===== config.mk =====
export PLATFORM = sky130hd
export DESIGN_NAME = serial_paralelo_rx_param
export DESIGN_NICKNAME = d
export VERILOG_FILES = /design/src/rtl/serial_rx_pkg.sv /design/src/rtl/sp_word_assembler.sv /design/src/rtl/serial_paralelo_rx_param.sv
export SDC_FILE = /design/constraint.sdc
export NUM_CORES = 1
export LEC_CHECK = 0
export CAP_MARGIN = 20
export CORE_MARGIN = 2
export CORE_UTILIZATION = 55
export CTS_CLUSTER_DIAMETER = 40
export DETAILED_ROUTE_END_ITERATION = 10
export PLACE_DENSITY_LB_ADDON = 0.12
export SLEW_MARGIN = 20
export SYNTH_ARGS = -nofsm -noshare
export SYNTH_HDL_FRONTEND = slang
export SYNTH_SLANG_ARGS = --single-unit

===== constraint.sdc =====
create_clock -name clk_32f -period 3.3 [get_ports clk_32f]
set_input_delay 0.495 -clock clk_32f [delete_from_list [all_inputs] [get_ports clk_32f]]
set_output_delay 0.495 -clock clk_32f [all_outputs]
set_load 0.05 [all_outputs]

===== src/rtl/serial_rx_pkg.sv =====
`default_nettype none
// ============================================================================
//  Module   : serial_rx_pkg
//  Purpose  : Shared definitions for the serial-to-parallel receiver.
//             Contains the receiver state encoding and the default comma symbol.
//  Ports    : none (package)
//  Revision : 1.0 - initial release
// ============================================================================
package serial_rx_pkg;

   // The receiver FSM state encoding. Value 2'd3 is not used; the FSM
   // recovers from it by going to HUNT.
   typedef enum logic [1:0] {
      HUNT   = 2'd0,
      ALIGN  = 2'd1,
      ACTIVE = 2'd2
   } rx_state_t;

   // Default alignment/idle symbol. This is a K28.5-style pattern.
   localparam logic [7:0] C_DEFAULT_COMMA = 8'hBC;

endpackage
`default_nettype wire


===== src/rtl/sp_word_assembler.sv =====
`default_nettype none
// ============================================================================
//  Module   : sp_word_assembler
//  Purpose  : Shifts in one serial bit per clock (MSB first). Presents the
//             candidate word, which is the stored bits followed by the bit on
//             data_in now. Also tracks the bit position inside a word.
//  Ports    : clk       - bit clock
//             rst       - synchronous active-high reset
//             data_in   - serial bit
//             realign   - restarts the word phase (bit position 0 next cycle)
//             candidate - {stored bits, data_in}, WIDTH bits
//             boundary  - high while the current bit completes a word
//  Revision : 1.0 - initial release
// ============================================================================
module sp_word_assembler #(
   parameter int WIDTH = 8
) (
   input  logic             clk,
   input  logic             rst,
   input  logic             data_in,
   input  logic             realign,
   output logic [WIDTH-1:0] candidate,
   output logic             boundary
);

   localparam int                 C_CNT_W = $clog2(WIDTH);
   localparam logic [C_CNT_W-1:0] C_LAST  = C_CNT_W'(WIDTH - 1);

   // Only the WIDTH-1 youngest bits ever reach the candidate word. The next
   // shift would push the oldest bit of a full WIDTH-bit register out, so
   // that bit is never stored.
   logic [WIDTH-2:0]   r_sr;
   logic [C_CNT_W-1:0] r_bit_cnt;

   assign candidate = {r_sr, data_in};
   assign boundary  = (r_bit_cnt == C_LAST);

   always_ff @(posedge clk) begin
      if (rst) begin
         r_sr      <= '0;
         r_bit_cnt <= '0;
      end else begin
         r_sr <= candidate[WIDTH-2:0];
         if (realign || (r_bit_cnt == C_LAST)) begin
            r_bit_cnt <= '0;
         end else begin
            r_bit_cnt <= r_bit_cnt + C_CNT_W'(1);
         end
      end
   end

endmodule
`default_nettype wire


===== src/rtl/serial_paralelo_rx_param.sv =====
`default_nettype none
// ============================================================================
//  Module   : serial_paralelo_rx_param
//  Purpose  : Comma-aligned serial-to-parallel receiver.
//             - HUNT   : searches for COMMA at every bit position.
//             - ALIGN  : needs LOCK_COUNT aligned commas in a row to lock.
//             - ACTIVE : outputs each non-comma word with a one-cycle strobe.
//               Drops the lock after MAX_GAP non-comma words in a row.
//  Ports    : clk_32f   - serial bit clock
//             reset     - synchronous active-high reset
//             data_in   - serial bit, MSB first
//             sp_out    - last received data word
//             valid_out - one-cycle strobe, sp_out holds a new word
//             active    - receiver locked (registered)
//             comma_det - one-cycle strobe, aligned comma in ALIGN/ACTIVE
//             state_out - current FSM state
//  Revision : 1.0 - initial release
// ============================================================================
module serial_paralelo_rx_param
   import serial_rx_pkg::*;
#(
   parameter int               WIDTH      = 8,
   parameter logic [WIDTH-1:0] COMMA      = WIDTH'(C_DEFAULT_COMMA),
   parameter int               LOCK_COUNT = 4,
   parameter int               MAX_GAP    = 16
) (
   input  logic             clk_32f,
   input  logic             reset,
   input  logic             data_in,
   output logic [WIDTH-1:0] sp_out,
   output logic             valid_out,
   output logic             active,
   output logic             comma_det,
   output logic [1:0]       state_out
);

   localparam int               C_CNT_W   = $clog2(LOCK_COUNT + 1);
   localparam int               C_GAP_W   = (MAX_GAP < 1) ? 1 : $clog2(MAX_GAP + 1);
   localparam logic [C_CNT_W-1:0] C_LOCK    = C_CNT_W'(LOCK_COUNT);
   localparam logic [C_GAP_W-1:0] C_GAP_MAX = C_GAP_W'(MAX_GAP);

   rx_state_t          r_state;
   logic [C_CNT_W-1:0] r_comma_cnt;
   logic [C_GAP_W-1:0] r_gap_cnt;

   rx_state_t          w_state_nxt;
   logic [C_CNT_W-1:0] w_comma_nxt;
   logic [C_GAP_W-1:0] w_gap_nxt;
   logic [WIDTH-1:0]   w_sp_nxt;
   logic               w_valid_nxt;
   logic               w_cdet_nxt;
   logic               w_realign;
   logic [WIDTH-1:0]   w_candidate;
   logic               w_boundary;
   logic               w_is_comma;
   logic [C_CNT_W-1:0] w_comma_inc;
   logic [C_GAP_W-1:0] w_gap_inc;

   sp_word_assembler #(
      .WIDTH (WIDTH)
   ) u_assembler (
      .clk       (clk_32f),
      .rst       (reset),
      .data_in   (data_in),
      .realign   (w_realign),
      .candidate (w_candidate),
      .boundary  (w_boundary)
   );

   assign w_is_comma  = (w_candidate == COMMA);
   // Both counters saturate at their maxima and never wrap.
   assign w_comma_inc = (r_comma_cnt == C_LOCK)    ? r_comma_cnt : r_comma_cnt + C_CNT_W'(1);
   assign w_gap_inc   = (r_gap_cnt   == C_GAP_MAX) ? r_gap_cnt   : r_gap_cnt   + C_GAP_W'(1);

   always_comb begin
      w_state_nxt = r_state;
      w_comma_nxt = r_comma_cnt;
      w_gap_nxt   = r_gap_cnt;
      w_sp_nxt    = sp_out;
      w_valid_nxt = 1'b0;
      w_cdet_nxt  = 1'b0;
      w_realign   = 1'b0;

      case (r_state)
         HUNT: begin
            // Bit-level search. A match defines the new word phase.
            if (w_is_comma) begin
               w_realign   = 1'b1;
               w_comma_nxt = C_CNT_W'(1);
               w_gap_nxt   = '0;
               w_state_nxt = (LOCK_COUNT == 1) ? ACTIVE : ALIGN;
            end
         end
         ALIGN: begin
            if (w_boundary) begin
               if (w_is_comma) begin
                  w_comma_nxt = w_comma_inc;
                  w_cdet_nxt  = 1'b1;
                  if (w_comma_inc == C_LOCK) begin
                     w_state_nxt = ACTIVE;
                     w_gap_nxt   = '0;
                  end
               end else begin
                  w_state_nxt = HUNT;
                  w_comma_nxt = '0;
               end
            end
         end
         ACTIVE: begin
            if (w_boundary) begin
               if (w_is_comma) begin
                  w_cdet_nxt = 1'b1;
                  w_gap_nxt  = '0;
               end else begin
                  w_sp_nxt    = w_candidate;
                  w_valid_nxt = 1'b1;
                  if (MAX_GAP > 0) begin
                     w_gap_nxt = w_gap_inc;
                     // The word that hits the limit is still delivered.
                     if (w_gap_inc == C_GAP_MAX) begin
                        w_state_nxt = HUNT;
                        w_comma_nxt = '0;
                        w_gap_nxt   = '0;
                     end
                  end
               end
            end
         end
         default: begin
            w_state_nxt = HUNT;
            w_comma_nxt = '0;
            w_gap_nxt   = '0;
         end
      endcase
   end

   always_ff @(posedge clk_32f) begin
      if (reset) begin
         r_state     <= HUNT;
         r_comma_cnt <= '0;
         r_gap_cnt   <= '0;
         sp_out      <= '0;
         valid_out   <= 1'b0;
         comma_det   <= 1'b0;
         active      <= 1'b0;
      end else begin
         r_state     <= w_state_nxt;
         r_comma_cnt <= w_comma_nxt;
         r_gap_cnt   <= w_gap_nxt;
         sp_out      <= w_sp_nxt;
         valid_out   <= w_valid_nxt;
         comma_det   <= w_cdet_nxt;
         // Registered decode of the state being entered. The flop output
         // therefore follows the state register with no path from data_in.
         active      <= (w_state_nxt == ACTIVE);
      end
   end

   assign state_out = r_state;

endmodule
`default_nettype wire


### After elaboration in Yosys (flattened, before gate mapping)

Index checks and enable logic that the tools add are counted.

* equality and inequality tests: 16
* mux-type cells: 28
* bitwise operators: 4
* add/sub/neg operators: 3
* reductions and logical operators: 9

Operators with widths (number)
* $mux W5: 8
* $mux W3: 7
* $pmux W5 S3: 1
* $mux W2: 7
* $eq A5 B5 Y1 const B: 2
* $ne A2 B2 Y1 const B: 5
* $reduce_and A5 Y1: 2
* $eq A3 B3 Y1 const B: 3
* $pmux W3 S3: 1
* $eq A8 B8 Y1 const B: 1
* $add A3 B1 Y3 const B: 2
* $pmux W2 S3: 1
* $reduce_or A3 Y1: 2
* $add A5 B1 Y5 const B: 1
* $eq A2 B2 Y1 const B: 2
* $ne A2 B1 Y1 const B: 2
* $not A1 Y1: 4
* $reduce_or A2 Y1: 2
* $mux W1: 3
* $reduce_and A3 Y1: 1
* $eq A2 B1 Y1 const B: 1
* $logic_not A2 Y1: 1
* $logic_or A1 B1 Y1: 1

* word-level logic and storage cells: 69
* register bits: 31
* input bits: 3

### Depth between registers and ports, before layout

Gate-level depths: netlist of run 1.

* depth in word-level cells: 8
* gate-level depth with buffers: 9
* depth with buffers taken out: 7

### Modules after synthesis

From an unflattened synthesis of run 1, not the netlist that was laid out.

* cells, all modules: 174
* area, all modules: 1574.0 um^2

Modules (own cells, without submodules)
* serial_paralelo_rx_param: cells each 150, seq. area each 420.4 um^2, area each 1262.5 um^2, instances 1
* sp_word_assembler: cells each 24, seq. area each 200.2 um^2, area each 311.5 um^2, instances 1

### Least setup slack after synthesis of run 1

Ideal clock, no wire load.

* path kind: reg-to-reg
* from: register r_state[0], in the netlist state_out[0]
* to: register r_comma_cnt[0]
* slack: 1.084 ns
* period minus slack after synthesis: 2.216 ns
* library setup time: 0.123 ns
* arrival time: 2.092 ns
* stages on the path, launching flop included: 9
* required time: 3.177 ns
* cells stage by stage: dfxtp_1 -> inv_1 -> ha_1 -> clkbuf_1 -> o21ai_1 -> and2_1 -> buf_2 -> a2bb2oi_2 -> mux2_1

* longest elaborated chain between the ends: 3
* elaborated cells between the ends (all ways): 10

Ends and longest elaborated chain
* start, declared: RTL line serial_paralelo_rx_param.sv:42 `rx_state_t r_state;`
* start signal, assigned: RTL line serial_paralelo_rx_param.sv:147 `r_state <= w_state_nxt;`
* $eq A2 B1 Y1 (tied with other cells): RTL line serial_paralelo_rx_param.sv:84 `case (r_state)`
* $ne A2 B1 Y1 (no source line) / $ne A2 B2 Y1 (equally long branches)
* $reduce_and A5 Y1 (no source line)
* end signal, assigned: RTL line serial_paralelo_rx_param.sv:148 `r_comma_cnt <= w_comma_nxt;`
* end, declared: RTL line serial_paralelo_rx_param.sv:43 `logic [C_CNT_W-1:0] r_comma_cnt;`

Several ways; a longest one is shown, not always the timed one.
A chain may end at the register's enable or synchronous reset.

### Worst setup path in the final report of run 1

* from: register r_comma_cnt[0]
* to: register active

* longest elaborated chain between the ends: 8
* elaborated cells between the ends (all ways): 9

Ends and longest elaborated chain
* $add A3 B1 Y3 / $eq A3 B3 Y1 (equally long branches): RTL line serial_paralelo_rx_param.sv:72 `assign w_comma_inc = (r_comma_cnt == C_LOCK) ? r_comma_cnt : r_comma_cnt + C_CNT_W'(1);`
* $mux W3 (*): RTL line serial_paralelo_rx_param.sv:72
* $eq A3 B3 Y1 (*): RTL line serial_paralelo_rx_param.sv:99 `if (w_comma_inc == C_LOCK) begin`
* $mux W2 (*): RTL line serial_paralelo_rx_param.sv:99
* $mux W2 (*): RTL line serial_paralelo_rx_param.sv:96 `if (w_is_comma) begin`
* $mux W2 (*): RTL line serial_paralelo_rx_param.sv:95 `if (w_boundary) begin`
* $pmux W2 S3 (*): RTL line serial_paralelo_rx_param.sv:84
* $eq A2 B2 Y1 (*): RTL line serial_paralelo_rx_param.sv:155 `active <= (w_state_nxt == ACTIVE);`
* end signal, assigned: RTL line serial_paralelo_rx_param.sv:155
* end, declared: RTL line serial_paralelo_rx_param.sv:32 `output logic active,`

Mark *: on every way between the ends. The rest lies on a longest branch, timed or not.

==> summary.md, run 1 <==
The flow ran to the end, and the final reports show no timing, DRC or antenna violations. The analysis attributes to cell leakage a power of 0.670 nW. Clock latency on the worst-skew pair, taken at its later pin, is 350 ps. The run gives 0 ps as the summed negative setup slack over all endpoints. Power comes to 0.622 mW. The tool flagged a number of max-cap violations equal to 0. The number of cell rows is 19. The quantity of I/O buffers inserted on ports came out at 15. Synthesis instantiated 45 different standard cells from the library. Share of synthesized registers carrying an async set or reset: 0.

The tools report the global-route wire length before repair as 5640 um. Cell internal power was estimated by the tool at 0.468 mW. The tools report the global-route usage over all layers as 0.220.

The buffer cell driving the clock tree root is clkbuf_4. The net count of the finished layout is 203. In this run the standard cell core region covers 2730 sq um. The smallest setup slack after layout was 988 ps; the buffers inserted during post-CTS setup optimization was 0. Dividing total power by cell area gives a power density of 345 nW/um^2. The repair_antennas step left the layout with diodes totalling 0. The setup violation total in the final timing report is 0. The final count of pins violating max slew is 0. Dividing the detail-routed via count by the number of cells gives 6.05. The sum of net half-perimeters after detailed placement was 2430 um.

The most instantiated flip-flop cell in the synthesis netlist is dfxtp_1. The clock tree synthesis step divided the H-tree into 2 levels. The fraction of power spent switching nets was 0.248. The worst setup path is launched from a register. The logs give 433 MHz for the upper clock frequency limit and 1344 for the total number of vias.

Synthesis produced a netlist with a net count of 188. For the peak supply drop, the log shows 0.259 mV. The post-route fraction of the period consumed by the critical path is 0.701. Synthesis inferred 31 register bits.

After clock tree synthesis, the clock-pin slew on the worst setup and hold paths is 100 ps. In this run, post-CTS repair resized a total of 0 instances. Summed over all layers, the routed wires come to 3380 um. For the full die area, the log shows 3320 sq um. The chip height was 57.6 um; the top fanout value on the critical path was 5.

Setup repair after global routing left no endpoint under its margin. From left edge to right edge, the die measures 57.6 um. Data arrives at the worst endpoint at 2600 ps. Counting every sink on the clock net gives 31. The slew at the pin closest to its max-slew limit is 506 ps, and the net load switching power is 0.154 mW. TritonCTS built the clock tree.

The run gives 245 as the number of fill cells. The congestion estimate from routability-driven global placement came to 0.907. For the hold violation total from the final report, the log shows 0. The endpoint kind of the worst setup timing path is a register. The number of antenna violations at the first check in global routing is 0. In this run the cell area of the synthesized design comes to 1580 sq um.

Worst setup timing slack at the placement stage: 818 ps. Initial core utilization: 0.579. The worst setup path is of the register to register kind.

The average detailed-routed wire length per instance is 15.2 um, and the number of routed nets with antenna violations is 0. The relative slew slack came out at 0.661. The register area share after synthesis was 0.392; the part of the power in registers was 0.614. The logs give 0 for the number of synthesis warnings and 0 for the total congestion overflow after global routing. The number of placed instances, taps included, is 214. The run gives 0 as the post-cts hold buffer count.

The fraction of final layout cells with drive strength greater than 1 was 0.0785. After layout, the minimum clock period comes to 2310 ps. For this run, the number of standard cells in the final layout without fillers is 222.

The setup clock skew after layout is 14.8 ps. Counting the buffers created by CTS gives 5. The pin count of the biggest net entering global routing is 21, and the count of flip-flops with a built-in enable after synthesis is 0. The run gives 0.027 as the portion of total power attributed to combinational logic. The average cell area after synthesis was 9.04 sq um; the gate count of the mapped netlist was 175. The endpoint required time on the critical path is 3580 ps, and the first-pass iteration count of the detailed router is 8.

The largest buffer count on any clock path is 2, and the number of I/O pins is 16. The post-detailed-route DRC marker count was 0; the via count of the first global-routing pass was 1272. The fraction of power consumed by the clock network was 0.359; the area added between synthesis and finish was 13.8%.

The tightest min-delay check is of the register to register type. The run gives 91 as the DRC marker count from the first detailed-route iteration.
==> cells in the mapped netlist, types with 2 or more instances <==
library cell / n / area (sq um)
mux2i_1: 6 / 60.1
ha_1: 10 / 125
a41oi_1: 2 / 17.5
a31oi_1: 2 / 12.5
a211oi_1: 2 / 15.0
nand3_1: 12 / 60.1
and2_1: 4 / 25.0
nand4b_1: 2 / 17.5
and4bb_2: 2 / 25.0
nand2b_1: 2 / 12.5
and3_1: 2 / 12.5
nand4_1: 5 / 31.3
a21oi_1: 11 / 55.1
clkbuf_1: 3 / 11.3
nor2b_1: 11 / 68.8
buf_2: 4 / 20.0
nand2_1: 9 / 33.8
xnor2_1: 2 / 17.5
o21ai_0: 4 / 20.0
inv_1: 8 / 30.0
or3b_1: 2 / 17.5
dfxtp_1: 31 / 621
nor3_1: 3 / 15.0
nor2_1: 10 / 37.5
o31ai_1: 3 / 22.5
o211a_1: 2 / 20.0
o21ai_1: 3 / 15.0
==> state kept, by name (all words and copies together) (netlist names) <==
register	flops
sp_out	8
r_comma_cnt	3
comma_det	1
active	1
u_assembler.r_bit_cnt	3
u_assembler.r_sr	7
valid_out	1
r_gap_cnt	5
state_out	2
==> kinds of logic (layout without fill, tap and decap cells) <==
family                   count (synthesis)  after routing  synth area share
multiplexers                             7              7            0.0451
buffers and inverters                   17             33            0.0435
AO/OA/AOI/OAI                           37             37             0.164
flip-flops                              31             31             0.392
AND/OR/NAND/NOR                         70             70             0.260
adder cells (fa/ha/maj)                 10             10            0.0791
XOR/XNOR                                 3              3            0.0166
==> layer usage <==
metal,GRT usage,vias up,wire [um]
li1,-,658,-
met5,0,-,0
met3,0.0692,8,132
met4,0.106,0,64
met2,0.331,29,1590
met1,0.287,649,1600
==> cells in the final DEF (no fill, tap or decap), types with 5 or more instances in the layout <==
master	instances
dfxtp_1	31
clkdlybuf4s50_1	15
nand3_1	12
nor2b_1	11
a21oi_1	11
nor2_1	10
ha_1	10
nand2_1	9
inv_1	8
mux2i_1	6
nand4_1	5
clkbuf_4	5
==> power by group through the flow <==
stage | Sequential, mW | Combinational, mW | Clock (mW)
finish | 0.382 | 0.0169 | 0.223
global route | 0.382 | 0.0194 | 0.243
CTS | 0.382 | 0.0171 | 0.227
detailed placement | 0.391 | 0.0171 | 0
global placement | 0.390 | 0.0159 | 0
floorplan | 0.390 | 0.0111 | 0
==> metrics by stage <==
stage / util / instance area (sq um) / hold WS [ps]
floorplan: - / 1580 / 398
global placement: 0.638 / 1740 / 408
detailed placement: 0.638 / 1740 / 431
CTS: 0.659 / 1800 / 446
global route: 0.659 / 1800 / 476
finish: 0.659 / 1800 / 443
==> critical path, stage by stage (launching register included) <==
cell and delay, ps:
dfxtp_1 430, inv_1 90, ha_1 240, or3b_1 370
a311oi_2 430, a41oi_1 190, nor4_2 310, and3_1 200
==> layout make-up <==
type                       instances  area (sq um)  share of cell area
sequential                        31           621               0.344
tap                               31          38.8              0.0215
clock buffer                       5          37.5              0.0208
timing repair buffer              16           158              0.0875
inverter                           9          33.8              0.0187
multi-input combinational        127           893               0.496
clock inverter                     3          20.0              0.0111
==> path summary, 6_finish.rpt <==
check                                 startpoint                                  end  slack, ps  depth (start not counted)
max                  r_comma_cnt[0]$_SDFFE_PP0P_                    active$_SDFF_PP0_        990                          7
max reg2reg          r_comma_cnt[0]$_SDFFE_PP0P_                    active$_SDFF_PP0_        990                          7
min reg2reg  u_assembler.r_bit_cnt[0]$_SDFF_PP0_  u_assembler.r_bit_cnt[0]$_SDFF_PP0_        440                          1
min          u_assembler.r_bit_cnt[0]$_SDFF_PP0_  u_assembler.r_bit_cnt[0]$_SDFF_PP0_        440                          1
Note: power is estimated with default switching activity, not from simulation.
==> inputs of run 2 (changes only) <==
Clock period 3.3 ns to 2.35 ns, I/O delays scaled along.
==> summary.md, run 2 (synthesis gave the netlist of run 1 again) <==
The DRC marker count from the first detailed-route iteration was 79 (was 91); the sum of net half-perimeters after detailed placement was 2340 um (was 2430 um). The tools report the summed negative setup slack over all endpoints as 0 ps (unchanged). Worst setup path category: register to register (unchanged). Mean number of vias per cell: 6.11 (was 6.05).

Setup clock skew after layout: 6.37 ps (was 14.8 ps). The number of max-cap violations was 0 (unchanged); the fraction of power spent switching nets was 0.202 (was 0.248). For the final weighted congestion in routability-driven placement, the log shows 0.910 (was 0.907). The logs give 0.705 nW (was 0.670 nW) for the static leakage and 462 MHz (was 433 MHz) for the upper clock frequency limit. For the net load switching power, the log shows 0.201 mW (was 0.154 mW).

Registers with the most flip-flops: sp_out (8), u_assembler.r_sr (7), r_gap_cnt (5) (unchanged). Number of I/O pins: 16 (unchanged). The die outline width came out at 57.6 um (unchanged). The area of the core is 2730 sq um (unchanged), and the total congestion overflow after global routing is 0 (unchanged). TritonCTS built the clock tree. The post-detailed-route DRC marker count is 0 (unchanged), and the part of the power in registers is 0.539 (was 0.614).

The run gives 0 (unchanged) as the final count of pins violating max slew. The final-stage net count was 206 (was 203); the arrival time reported for the critical path endpoint was 2380 ps (was 2600 ps). The number of flip-flops in the largest register works out to 8 (unchanged). Number of fill cells: 226 (was 245). The logs give 0.438 (was 0.359) for the fraction of power consumed by the clock network and 0 (unchanged) for the hold violation total from the final report. The peak supply drop is 0.422 mV (was 0.259 mV), and the smallest setup slack after layout is 186 ps (was 988 ps). The via count of the first global-routing pass is 1248 (was 1272), and the number of cell rows is 19 (unchanged). The tools report the met2 global-route usage as 0.333 (was 0.331).

The number of buffers added by the clock tree synthesis step is 5 (unchanged). The register bank with the most flops was sp_out (unchanged). The post-route minimum period is 2160 ps (was 2310 ps). The quantity of I/O buffers inserted on ports came out at 15 (unchanged). The endpoint required time on the critical path is 2560 ps (was 3580 ps). The chip height was 57.6 um (unchanged). The average detailed-routed wire length per instance works out to 14.6 um (was 15.2 um). The power density over cell area came out at 534 nW/um^2 (was 345 nW/um^2). The relative slew slack was 0.665 (was 0.661); the fraction of final layout cells with drive strength greater than 1 was 0.0979 (was 0.0785). Total number of vias: 1375 (was 1344).

The CTS sink count is 31 (unchanged). The logs give 0.282 (was 0.287) for the met1 global-route usage and 0 (unchanged) for the final antenna diode count. The pin count of the biggest net entering global routing is 18 (was 21), and the worst setup timing slack at the placement stage is 131 ps (was 818 ps).

The flow ran to the end, and the final reports show no timing, DRC or antenna violations. The logs give 3270 um (was 3380 um) for the overall routed net length and 622 sq um (was 621 sq um) for the register area. The tools report the non-filler instance count after layout as 225 (was 222). The most common library cell in the layout ignoring fill and taps was dfxtp_1 (unchanged). The tools report the portion of total power attributed to combinational logic as 0.024 (was 0.027). The run gives 2 (unchanged) as the deepest level of the CTS H-tree. The kind of path behind the tightest hold check is register to register (unchanged). Critical path launch point type: a register (unchanged).

The endpoint kind of the worst setup timing path was a register (unchanged). Post-cts hold buffer count: 0 (unchanged). The post-route fraction of the period consumed by the critical path was 0.921 (was 0.701); the number of antenna violations at the first check in global routing was 0 (unchanged). The count of placed standard cells including taps is 217 (was 214), and the global-route usage over all layers is 0.218 (was 0.220). The clock-pin slew on the worst setup and hold paths came out at 90 ps (was 100 ps).

The area added between synthesis and finish was 17.9% (was 13.8%); the slew at the pin closest to its max-slew limit was 501 ps (was 506 ps). For the global-route met3 utilization, the log shows 0.0692 (unchanged). For the setup violation total in the final timing report, the log shows 0 (unchanged). The initial core utilization came out at 0.579 (unchanged). The tools report the largest buffer count on any clock path as 2 (unchanged).

Setup repair after global routing left no endpoint under its margin. The top fanout value on the critical path is 5 (unchanged). For the global-route wire length before repair, the log shows 5490 um (was 5640 um). The global routing's busiest layer was met2 (unchanged). The number of routed nets with antenna violations is 0 (unchanged). The area used by multi-input combinational logic came out at 905 sq um (was 893 sq um).

Latest clock arrival within the worst-skew pair: 330 ps (was 350 ps). The run gives 0.794 mW (was 0.468 mW) as the internal cell power. The first-pass iteration count of the detailed router is 4 (was 8), and the full die area is 3320 sq um (unchanged). The buffer cell driving the clock tree root is clkbuf_4 (unchanged). Commonest non-fill, non-tap cells in the layout: dfxtp_1, clkdlybuf4s50_1, nand3_1 (unchanged).
[run 2: through the flow]
step / util / cell area (sq um) / total power [mW] / hold slack, ps
global route: 0.682 / 1870 / 1.03 / 462
detailed placement: 0.646 / 1770 / 0.572 / 431
CTS: 0.678 / 1850 / 1.00 / 445
floorplan: - / 1580 / 0.563 / 398
global placement: 0.646 / 1770 / 0.570 / 408
finish: 0.682 / 1870 / 0.995 / 433
[run 2: layout make-up]
class                      count  area share
multi-input combinational    127       0.485
sequential                    31       0.333
timing repair buffer          19      0.0966
clock buffer                   6      0.0275
tap                           31      0.0208
clock inverter                 2      0.0188
inverter                       9      0.0181
[run 2: path summary, 6_finish.rpt]
kind / slack [ps] / to / cells past startpoint / startpoint
worst max-delay path: 190 / r_gap_cnt[2]$_SDFFE_PP0P_ / 7 / r_comma_cnt[0]$_SDFFE_PP0P_
worst min-delay path: 430 / u_assembler.r_bit_cnt[0]$_SDFF_PP0_ / 1 / u_assembler.r_bit_cnt[0]$_SDFF_PP0_
worst max register to register: 190 / r_gap_cnt[2]$_SDFFE_PP0P_ / 7 / r_comma_cnt[0]$_SDFFE_PP0P_
worst min register to register: 430 / u_assembler.r_bit_cnt[0]$_SDFF_PP0_ / 1 / u_assembler.r_bit_cnt[0]$_SDFF_PP0_
[run 2: critical path: stages, from the launching register on]
cell and delay, ps:
dfxtp_2 400, inv_1 80, ha_1 240, or3b_1 400, a311oi_4 360, a21boi_1 200, o31ai_1 270, a21oi_1 90
[run 2: timing repair]
action / in CTS / in global routing
setup buffers: 0 / 0
gates resized for setup: 0 / 2
endpoints found under the setup margin: 0 / 5
[run 2: layer usage]
| layer | vias up | share of wire |
|---|---|---|
| li1 | 669 | - |
| met1 | 658 | 0.45 |
| met2 | 38 | 0.47 |
| met3 | 10 | 0.053 |
| met4 | 0 | 0.024 |
| met5 | - | 0 |
[run 2: power by group through the flow]
stage | combinational [mW] | sequential, mW | clock, mW
floorplan | 0.0156 | 0.547 | 0
global placement | 0.0224 | 0.548 | 0
detailed placement | 0.0236 | 0.549 | 0
CTS | 0.0235 | 0.537 | 0.445
global route | 0.0266 | 0.537 | 0.468
finish | 0.0234 | 0.536 | 0.436
==> inputs of run 3 (changes only) <==
Settings changed: CAP_MARGIN 20 to 10, CORE_UTILIZATION 55 to 40.
==> summary.md, run 3 (synthesis gave the netlist of run 1 again) <==
The die outline width works out to 66.9 um (was 57.6 um). The area used by multi-input combinational logic is 905 sq um (unchanged). The setup clock skew after layout is 6.86 ps (was 6.37 ps), and the number of max-cap violations is 0 (unchanged). The average detailed-routed wire length per instance came out at 13.8 um (was 14.6 um).

Critical path cell sequence: inv_1 > ha_1 > or3b_1 > a311oi_4 > a21boi_1 > o31ai_1 > a21oi_1 (unchanged). Setup repair after global routing left no endpoint under its margin. The number of cell rows came out at 22 (was 19). The tools report the number of routed nets with antenna violations as 0 (unchanged). The tools report the critical path launch point type as a register (unchanged).

The logs give 0.423 (was 0.579) for the initial core utilization and 244 (was 225) for the non-filler instance count after layout. The run gives 208 (was 206) as the final-stage net count. Registers with the most flip-flops: sp_out (8), u_assembler.r_sr (7), r_gap_cnt (5) (unchanged). The biggest cell delay along the critical path is 410 ps (was 400 ps), and the power density over cell area is 559 nW/um^2 (was 534 nW/um^2).

The latest clock arrival within the worst-skew pair came out at 290 ps (was 330 ps). The area added between synthesis and finish works out to 21.8% (was 17.9%). The top fanout value on the critical path was 5 (unchanged). The setup violation total in the final timing report was 0 (unchanged).

CTS sink count: 31 (unchanged). The fraction of power spent switching nets was 0.204 (was 0.202); the largest buffer count on any clock path was 2 (unchanged). The total congestion overflow after global routing was 0 (unchanged); the summed negative setup slack over all endpoints was 0 ps (unchanged). The relative slew slack came out at 0.661 (was 0.665). Number of buffers and inverters on the critical path: 1 (unchanged).

The upper clock frequency limit came out at 460 MHz (was 462 MHz). The number of I/O pins is 16 (unchanged). For the fraction of power consumed by the clock network, the log shows 0.480 (was 0.438).

Register bank with the most flops: sp_out (unchanged). The number of flip-flops in the largest register works out to 8 (unchanged). Endpoint kind of the worst setup timing path: a register (unchanged). The tools report the overall routed net length as 3360 um (was 3270 um). The slowest cell on the critical path is or3b_1 (was dfxtp_2). The part of the power in registers was 0.497 (was 0.539). The quantity of I/O buffers inserted on ports is 15 (unchanged), and the peak supply drop is 0.508 mV (was 0.422 mV).

For the count of placed standard cells including taps, the log shows 236 (was 217). The global-route wire length before repair was 6020 um (was 5490 um). For the register area, the log shows 622 sq um (unchanged).

The static leakage came out at 0.726 nW (was 0.705 nW). The slew at the pin closest to its max-slew limit works out to 507 ps (was 501 ps). For the number of buffers added by the clock tree synthesis step, the log shows 5 (unchanged). The portion of total power attributed to combinational logic was 0.023 (was 0.024). The run gives 1313 (was 1248) as the via count of the first global-routing pass.

The tools report the number of fill cells as 370 (was 226). Buffer cell driving the clock tree root: clkbuf_8 (was clkbuf_4). Post-detailed-route DRC marker count: 0 (unchanged). The post-route minimum period came out at 2180 ps (was 2160 ps).

The net load switching power came out at 0.220 mW (was 0.201 mW). The sum of net half-perimeters after detailed placement came out at 2500 um (was 2340 um). TritonCTS built the clock tree.

For the full die area, the log shows 4480 sq um (was 3320 sq um). For the area of the core, the log shows 3740 sq um (was 2730 sq um). The worst setup path category was register to register (unchanged). The tools report the number of antenna violations at the first check in global routing as 0 (unchanged). The fraction of final layout cells with drive strength greater than 1 was 0.107 (was 0.0979); the post-route fraction of the period consumed by the critical path was 0.926 (was 0.921). Commonest non-fill, non-tap cells in the layout: dfxtp_1, clkdlybuf4s50_1, nand3_1 (unchanged). The kind of path behind the tightest hold check is register to register (unchanged). The endpoint required time on the critical path was 2530 ps (was 2560 ps). The run gives 0 (unchanged) as the final count of pins violating max slew. The final antenna diode count is 0 (unchanged), and the chip height is 66.9 um (was 57.6 um).

The tools report the first-pass iteration count of the detailed router as 4 (unchanged). The deepest level of the CTS H-tree is 2 (unchanged), and the post-cts hold buffer count is 0 (unchanged). The clock-pin slew on the worst setup and hold paths is 70 ps (was 90 ps). The run finished with clean final reports. The total number of vias is 1349 (was 1375), and the hold violation total from the final report is 0 (unchanged). The pin count of the biggest net entering global routing was 22 (was 18). The internal cell power came out at 0.859 mW (was 0.794 mW).

Final weighted congestion in routability-driven placement: 0.799 (was 0.910). The most common library cell in the layout ignoring fill and taps was dfxtp_1 (unchanged). The global-route usage over all layers is 0.180 (was 0.218).

The run gives 86 (was 79) as the DRC marker count from the first detailed-route iteration. The run gives 2350 ps (was 2380 ps) as the arrival time reported for the critical path endpoint. The mean number of vias per cell was 5.53 (was 6.11). The family of cells with the greatest summed delay on the critical path was compound AO/OA/AOI/OAI gates (unchanged).
## run 3: changes by cell type in the layout (fill, tap and decap cells not counted)
cell / before / now
clkbuf_4: 5 / 0
clkbuf_8: 1 / 5
buf_4: 4 / 6
clkinv_4: 0 / 1
## run 3: final timing paths
kind / startpoint / endpoint / slack [ps] / cells after the start
max reg2reg: r_comma_cnt[0]$_SDFFE_PP0P_ / r_gap_cnt[0]$_SDFFE_PP0P_ / 170 / 7
max: r_comma_cnt[0]$_SDFFE_PP0P_ / r_gap_cnt[0]$_SDFFE_PP0P_ / 170 / 7
min reg2reg: u_assembler.r_bit_cnt[0]$_SDFF_PP0_ / u_assembler.r_bit_cnt[0]$_SDFF_PP0_ / 430 / 1
min: u_assembler.r_bit_cnt[0]$_SDFF_PP0_ / u_assembler.r_bit_cnt[0]$_SDFF_PP0_ / 430 / 1
## run 3: what timing repair did
action | in CTS | in global routing
setup endpoints to repair | 0 | 7
setup buffers | 0 | 0
resized for setup | 0 | 2
hold endpoints to repair | 0 | 0
## run 3: per-layer routing
layer | share of wire | up-vias | GRT usage
li1 | - | 668 | -
met1 | 0.46 | 646 | 0.225
met2 | 0.47 | 27 | 0.288
met3 | 0.055 | 8 | 0.0473
met4 | 0.013 | 0 | 0.0816
met5 | 0 | - | 0
## run 3: cell type report
cell class / count / area share
inverters: 9 / 0.0175
flip-flops and latches: 31 / 0.323
repair buffers: 21 / 0.101
well taps: 48 / 0.0311
multi-input cells: 127 / 0.469
clock buffers: 5 / 0.0357
clock inverters: 3 / 0.0227
## run 3: power by group through the flow
stage	Sequential (mW)	Clock (mW)	Combinational, mW
detailed placement	0.548	0	0.0243
CTS	0.536	0.531	0.0250
floorplan	0.547	0	0.0156
global placement	0.548	0	0.0232
finish	0.536	0.518	0.0244
global route	0.537	0.555	0.0286
## run 3: worst register-to-register path, cell delays in order (launching register included)
cell      delay (ps)
dfxtp_2          400
inv_1             80
ha_1             250
or3b_1           410
a311oi_4         360
a21boi_1         210
o31ai_1          280
a21oi_1          100
## run 3: metrics by stage
stage | worst slack [ps] | utilization | instance area [sq um] | hold WS [ps] | power [mW]
4_1_cts | 104 | 0.512 | 1920 | 433 | 1.09
3_5_place_dp | 119 | 0.482 | 1800 | 423 | 0.573
6_report | 174 | 0.515 | 1930 | 429 | 1.08
2_1_floorplan | 134 | - | 1580 | 398 | 0.563
3_3_place_gp | 201 | 0.482 | 1800 | 407 | 0.571
5_1_grt | 13.0 | 0.515 | 1930 | 443 | 1.12
==> edit 1: new RTL, flow settings as in run 3 <==
Reset style: asynchronous (`reset` and `rst`), changed in 2 clocked blocks. Comments in the files are not updated.
--- a/src/rtl/sp_word_assembler.sv
+++ b/src/rtl/sp_word_assembler.sv
@@ -36,5 +36,5 @@
    assign boundary  = (r_bit_cnt == C_LAST);
 
-   always_ff @(posedge clk) begin
+   always_ff @(posedge clk or posedge rst) begin
       if (rst) begin
          r_sr      <= '0;
--- a/src/rtl/serial_paralelo_rx_param.sv
+++ b/src/rtl/serial_paralelo_rx_param.sv
@@ -135,5 +135,5 @@
    end
 
-   always_ff @(posedge clk_32f) begin
+   always_ff @(posedge clk_32f or posedge reset) begin
       if (reset) begin
          r_state     <= HUNT;
Formal check against the unedited RTL: differs if reset is asserted again (counterexample within 10 cycles, from zero or initial values and one cycle with reset high); with reset held inactive, the same outputs for 10 cycles.
==> edit 1 against run 3 <==
Critical path depth up 2. Setup slack worse by 0.072 ns. Global-route usage down 0.72 points. Cell count down 8.6%. Area after synthesis down 2.0%. Count of clock-buffer cells in the layout up 1. Wire length down 1.1%. Final area down 1.0%. Highest routed layer unchanged. Core utilization up 0.23 points. Sequential share of layout area up 8.5 points. Sequential cell count unchanged.
Power is not compared: it rests on default switching activity, and its combinational part moved more than twofold at a synthesized area within 25%.
==> edit 1: results (changes against run 3) <==
| Metric | Value |
|---|---|
| Status | `completed` |
| Distinct cells, synth | `43 (-4.4%)` |
| Worst path slowest cell | `dfrtp_1` |
| Final #Nets | `187 (-10%)` |
| Fraction of layout cells with a size suffix above 1 | `19.4% (+8.7 points)` |
| R2R depth | `9 (+2)` |
| Met2 wire length | `1640 µm (+3.1%)` |
| M1 WL | `1540 µm (+0.39%)` |
| Met2 GRT Util | `26.9% (-1.9 points)` |
| Vias in the first global route | `1163 (-11%)` |
| Worst hold start | `u_assembler.r_sr[1]` |
| Worst rel slew slack | `66.6% (+0.52 points)` |
| Async S/R FF share, synth | `100% (+100 points)` |
| Top_reg_cell synth | `dfrtp_1` |
| Skew final | `0.00263 ns (-0.00423 ns)` |
| DRT iter0 DRCs | `61 (-29%)` |
| Reg2reg start | `r_comma_cnt[0]` |
| Commonest cells post-synth | `31 x dfrtp_1, 17 x nand2_1, 15 x inv_1, 10 x ha_1, 8 x mux2_2` |
| Worst path arrival time | `2.47 ns (+0.12 ns)` |
| Area contributors post-synth | `dfrtp_1 50%, ha_1 8.1%, mux2_2 5.8%` |
| Hold path endpoint | `u_assembler.r_sr[2]` |
| First-pass GRT wire length | `5650 µm (-6.1%)` |
| Hold Crit Depth | `0 (-1)` |
| DR top layer | `met4` |
| Leakage | `0.864 nW` |
| Maximum VDD drop | `0.481 mV` |
| DRT Wirelength | `3320 µm (-1.1%)` |
| GRT met1 Usage | `23.0% (+0.55 points)` |
| Met3 WL post-DR | `112 µm (-39%)` |
| RePlAce Congestion | `0.918 (+15%)` |
| Largest net degree at the start of global routing | `32 (+45%)` |
| Syn Nets | `160 (-15%)` |
| FF-to-FF setup slack | `0.10 ns (-0.07 ns)` |
| Final hold slack | `0.399 ns (-0.0303 ns)` |
| Hpwl dp | `2300 µm (-7.9%)` |
| Total GRT Usage | `17.2% (-0.72 points)` |
| CP endpoint | `active` |
| Seq/Total Area, Yosys | `50.0% (+11 points)` |
## edit 1: cell count changes in the layout (fill, tap and decap cells not counted), moves of 6 or more
cell,change
a21oi_1,-8
mux2_2,+8
dfrtp_1,+30
nor2b_1,-9
nand2_1,+8
mux2i_1,-6
inv_1,+7
nand3_1,-8
dfxtp_1,-30
## edit 1: cells by family after synthesis
logic type | Yosys count | share of synthesized area, %
and+or+nand+nor | 44 | 14.7
muxes | 8 | 5.81
xor gates and xnor gates | 1 | 0.565
buffers and inverters | 19 | 5.08
adders and majority gates | 10 | 8.06
DFF | 31 | 50.0
AOI/OAI and AO/OA | 34 | 15.8
## edit 1: metrics by stage
stage	instance area [µm²]	util, %	std cells	setup WS [ns]
after floorplan	1550	-	147	0.211
after global placement	1800	48.8	214	0.0253
after detailed placement	1800	48.8	214	-0.0486
after CTS	1880	51.1	222	0.0566
after global routing	1910	51.7	223	0.00603
final	1910	51.7	223	0.102
## edit 1: where the power goes
part	switching [mW]	leakage [nW]	internal, mW
Combinational	0.271	0.417	0.161
Sequential	0.0347	0.405	0.581
Clock	0.193	0.0412	0.206
## edit 1: worst register-to-register path, cell delays in order, from the launching register on
cell and delay [ns]:
dfrtp_1 0.41, inv_1 0.09, ha_2 0.21, or3b_1 0.39, a311oi_2 0.26, buf_4 0.17, a41oi_1 0.11, a31oi_1 0.20
o311a_2 0.21, and2_1 0.12
## edit 1: what timing repair did
action,CTS,global route
setup endpoints to repair,0,2
gates resized for setup,0,5
buffers inserted,0,1
hold buffers,0,0
## edit 1: final cells by class
type                       count  area (µm²)  area share (%)
sequential                    31         777            40.7
multi-input combinational     97         712            37.3
timing repair buffer          24         218            11.4
clock buffer                   6        72.6            3.80
tap                           48        60.1            3.15
inverter                      15        56.3            2.95
clock inverter                 2        12.5           0.656
==> edit 2: new RTL, config.mk and constraints of run 3 <==
Made on the original files. `WIDTH` is set to 8 in 2 places; all go to 16.
--- a/src/rtl/sp_word_assembler.sv
+++ b/src/rtl/sp_word_assembler.sv
@@ -14,5 +14,5 @@
 // ============================================================================
 module sp_word_assembler #(
-   parameter int WIDTH = 8
+   parameter int WIDTH = 16
 ) (
    input  logic             clk,
--- a/src/rtl/serial_paralelo_rx_param.sv
+++ b/src/rtl/serial_paralelo_rx_param.sv
@@ -20,5 +20,5 @@
    import serial_rx_pkg::*;
 #(
-   parameter int               WIDTH      = 8,
+   parameter int               WIDTH      = 16,
    parameter logic [WIDTH-1:0] COMMA      = WIDTH'(C_DEFAULT_COMMA),
    parameter int               LOCK_COUNT = 4,
Ports: changed (resized sp_out); port bits go from 16 to 24. The function was not compared with the original's and may differ.
==> edit 2 against run 3 <==
Power increased by 37%. Count of clock-buffer cells in the layout increased by 1. Sequential cell count up 17. Setup slack improved by 0.019 ns. Final area up 40%. Area after synthesis grew 38%. Wire length is 38% higher. Highest routed layer unchanged.
==> edit 2: results (changes against run 3) <==
| Metric | Value |
|---|---|
| Worst Setup Slack post-DPL | `0.0545 ns (-0.0650 ns)` |
| First-pass GRT wire length | `8230 µm (+37%)` |
| Distinct cells, synth | `46 (+2.2%)` |
| Max-Cap Viols | `0 (unchanged)` |
| Critical path fanouts, max | `3 (-2)` |
| Inst Count DP | `347 (+47%)` |
| Fmax | `464 MHz (+0.90%)` |
| Mapped Cells | `249 (+42%)` |
| I/O Buffers | `23 (+8)` |
| Drt wl/cell | `13.1 µm (-5.0%)` |
| Compound-Gate Fraction of Synth Area | `15.9% (-0.44 points)` |
| Skew final | `0.00772 ns (+0.000862 ns)` |
| H-Tree Depth | `2 (unchanged)` |
| DRT iter0 DRCs | `122 (+42%)` |
| FF-to-FF setup slack | `0.19 ns (+0.02 ns)` |
| Maximum VDD drop | `0.401 mV (-21%)` |
| Worst path arrival time | `2.39 ns (+0.04 ns)` |
| Final #Nets | `296 (+42%)` |
| Num CTS Buffers | `5 (unchanged)` |
| Status | `completed` |
| Fraction of layout cells with a size suffix above 1 | `13.7% (+3.0 points)` |
| Area contributors post-synth | `dfxtp_1 44%, nand2_1 7.2%, a21oi_1 5.7%` |
| Placed standard-cell area | `2580 µm² (+43%)` |
| Non-Filler Instances | `355 (+45%)` |
| Worst hold start | `u_assembler.r_bit_cnt[0]` |
| Clock slew at reported path FFs | `0.09 ns (+0.02 ns)` |
| Total GRT Usage | `16.7% (-1.3 points)` |
| Mux cell area share after synthesis | `0% (-4.5 points)` |
| PD cells | `547 nW/µm² (-2.2%)` |
| NetSw | `0.301 mW (+37%)` |
| Worst rel slew slack | `66.2% (+0.079 points)` |
| Vias in the first global route | `1759 (+34%)` |
| RePlAce Congestion | `0.818 (+2.4%)` |
| Commonest cells post-synth | `48 x dfxtp_1, 42 x nand2_1, 25 x a21oi_1, 16 x nor2b_1, 13 x inv_1` |
| XOR/XNOR Fraction of Synth Area | `1.60% (-0.056 points)` |
| Initial antenna violation count | `0 (unchanged)` |
| R2R depth | `9 (+2)` |
| Largest net degree at the start of global routing | `27 (+23%)` |
| PostCTS Resize Cnt | `0 (unchanged)` |
| Top_reg_cell synth | `dfxtp_1` |
| Congestion Overflow GR | `0 (unchanged)` |
| Hpwl dp | `3230 µm (+29%)` |
| Leakage | `0.971 nW (+34%)` |
| Critical R2R Capture | `r_gap_cnt[3]` |
| Hold Crit Depth | `1 (unchanged)` |
| Power Clock | `0.624 mW (+20%)` |
| Largest regs | `sp_out x16, u_assembler.r_sr x15, r_gap_cnt x5` |
| Seq. pwr | `0.825 mW (+54%)` |
| Async S/R FF share, synth | `0% (unchanged)` |
| Final hold slack | `0.453 ns (+0.0243 ns)` |
| Min-Delay Path Class | `reg2reg` |
| Syn Nets | `261 (+39%)` |
| Seq/Total Area, Yosys | `44.0% (+4.8 points)` |
| Post-synthesis adder-cell area fraction | `5.15% (-2.8 points)` |
| Vias per inst | `5.07 (-8.2%)` |
[edit 2: cell types whose count changed in the layout (fill, tap and decap cells not counted), moves of 4 or more]
cell             change
nor3_1               +5
nand2_1             +33
a21oi_1             +14
mux2i_1              -6
inv_1                +5
clkdlybuf4s50_1      +8
buf_4                +9
dfxtp_1             +15
nor2b_1              +5
nand3_1              -4
[edit 2: worst max-delay path, stage by stage, from the launching register on]
cell	delay (ns)
dfxtp_1	0.34
inv_1	0.07
ha_1	0.34
nor4b_2	0.31
a31oi_1	0.07
o21ai_1	0.13
buf_4	0.15
a21oi_2	0.06
or4_1	0.47
a21oi_1	0.15
[edit 2: cell families after synthesis]
group           after synthesis
compound gates               54
buf+inv                      23
xor+xnor                      4
flops                        48
fa+ha+maj                     9
simple gates                111
[edit 2: area by class of cell]
type	count	area (µm²)
clock inverter	2	38.8
clock buffer	6	82.6
timing repair buffer	38	343
multi-input combinational	178	1140
inverter	13	48.8
tap	70	87.6
sequential	48	965
fill	512	2500
[edit 2: worst max path at each step]
stage / from / slack, ns / cells after the start / to
6_report: r_comma_cnt[0] / 0.19 / 9 / r_gap_cnt[3]
5_1_grt: r_comma_cnt[1] / 0.01 / 9 / r_gap_cnt[3]
4_1_cts: r_gap_cnt[0] / 0.12 / 7 / r_comma_cnt[2]
3_5_place_dp: data_in / 0.05 / 7 / r_gap_cnt[3]
3_3_place_gp: data_in / 0.07 / 7 / r_gap_cnt[3]
2_1_floorplan: state_out[0] / 0.13 / 9 / r_gap_cnt[3]
[edit 2: per-layer routing]
metal	track usage, %	share of wire, %	vias to the layer above
li1	-	-	933
met1	23.6	52	834
met2	25.9	44	32
met3	3.60	3.6	2
met4	4.21	0.58	0
met5	0	0	-
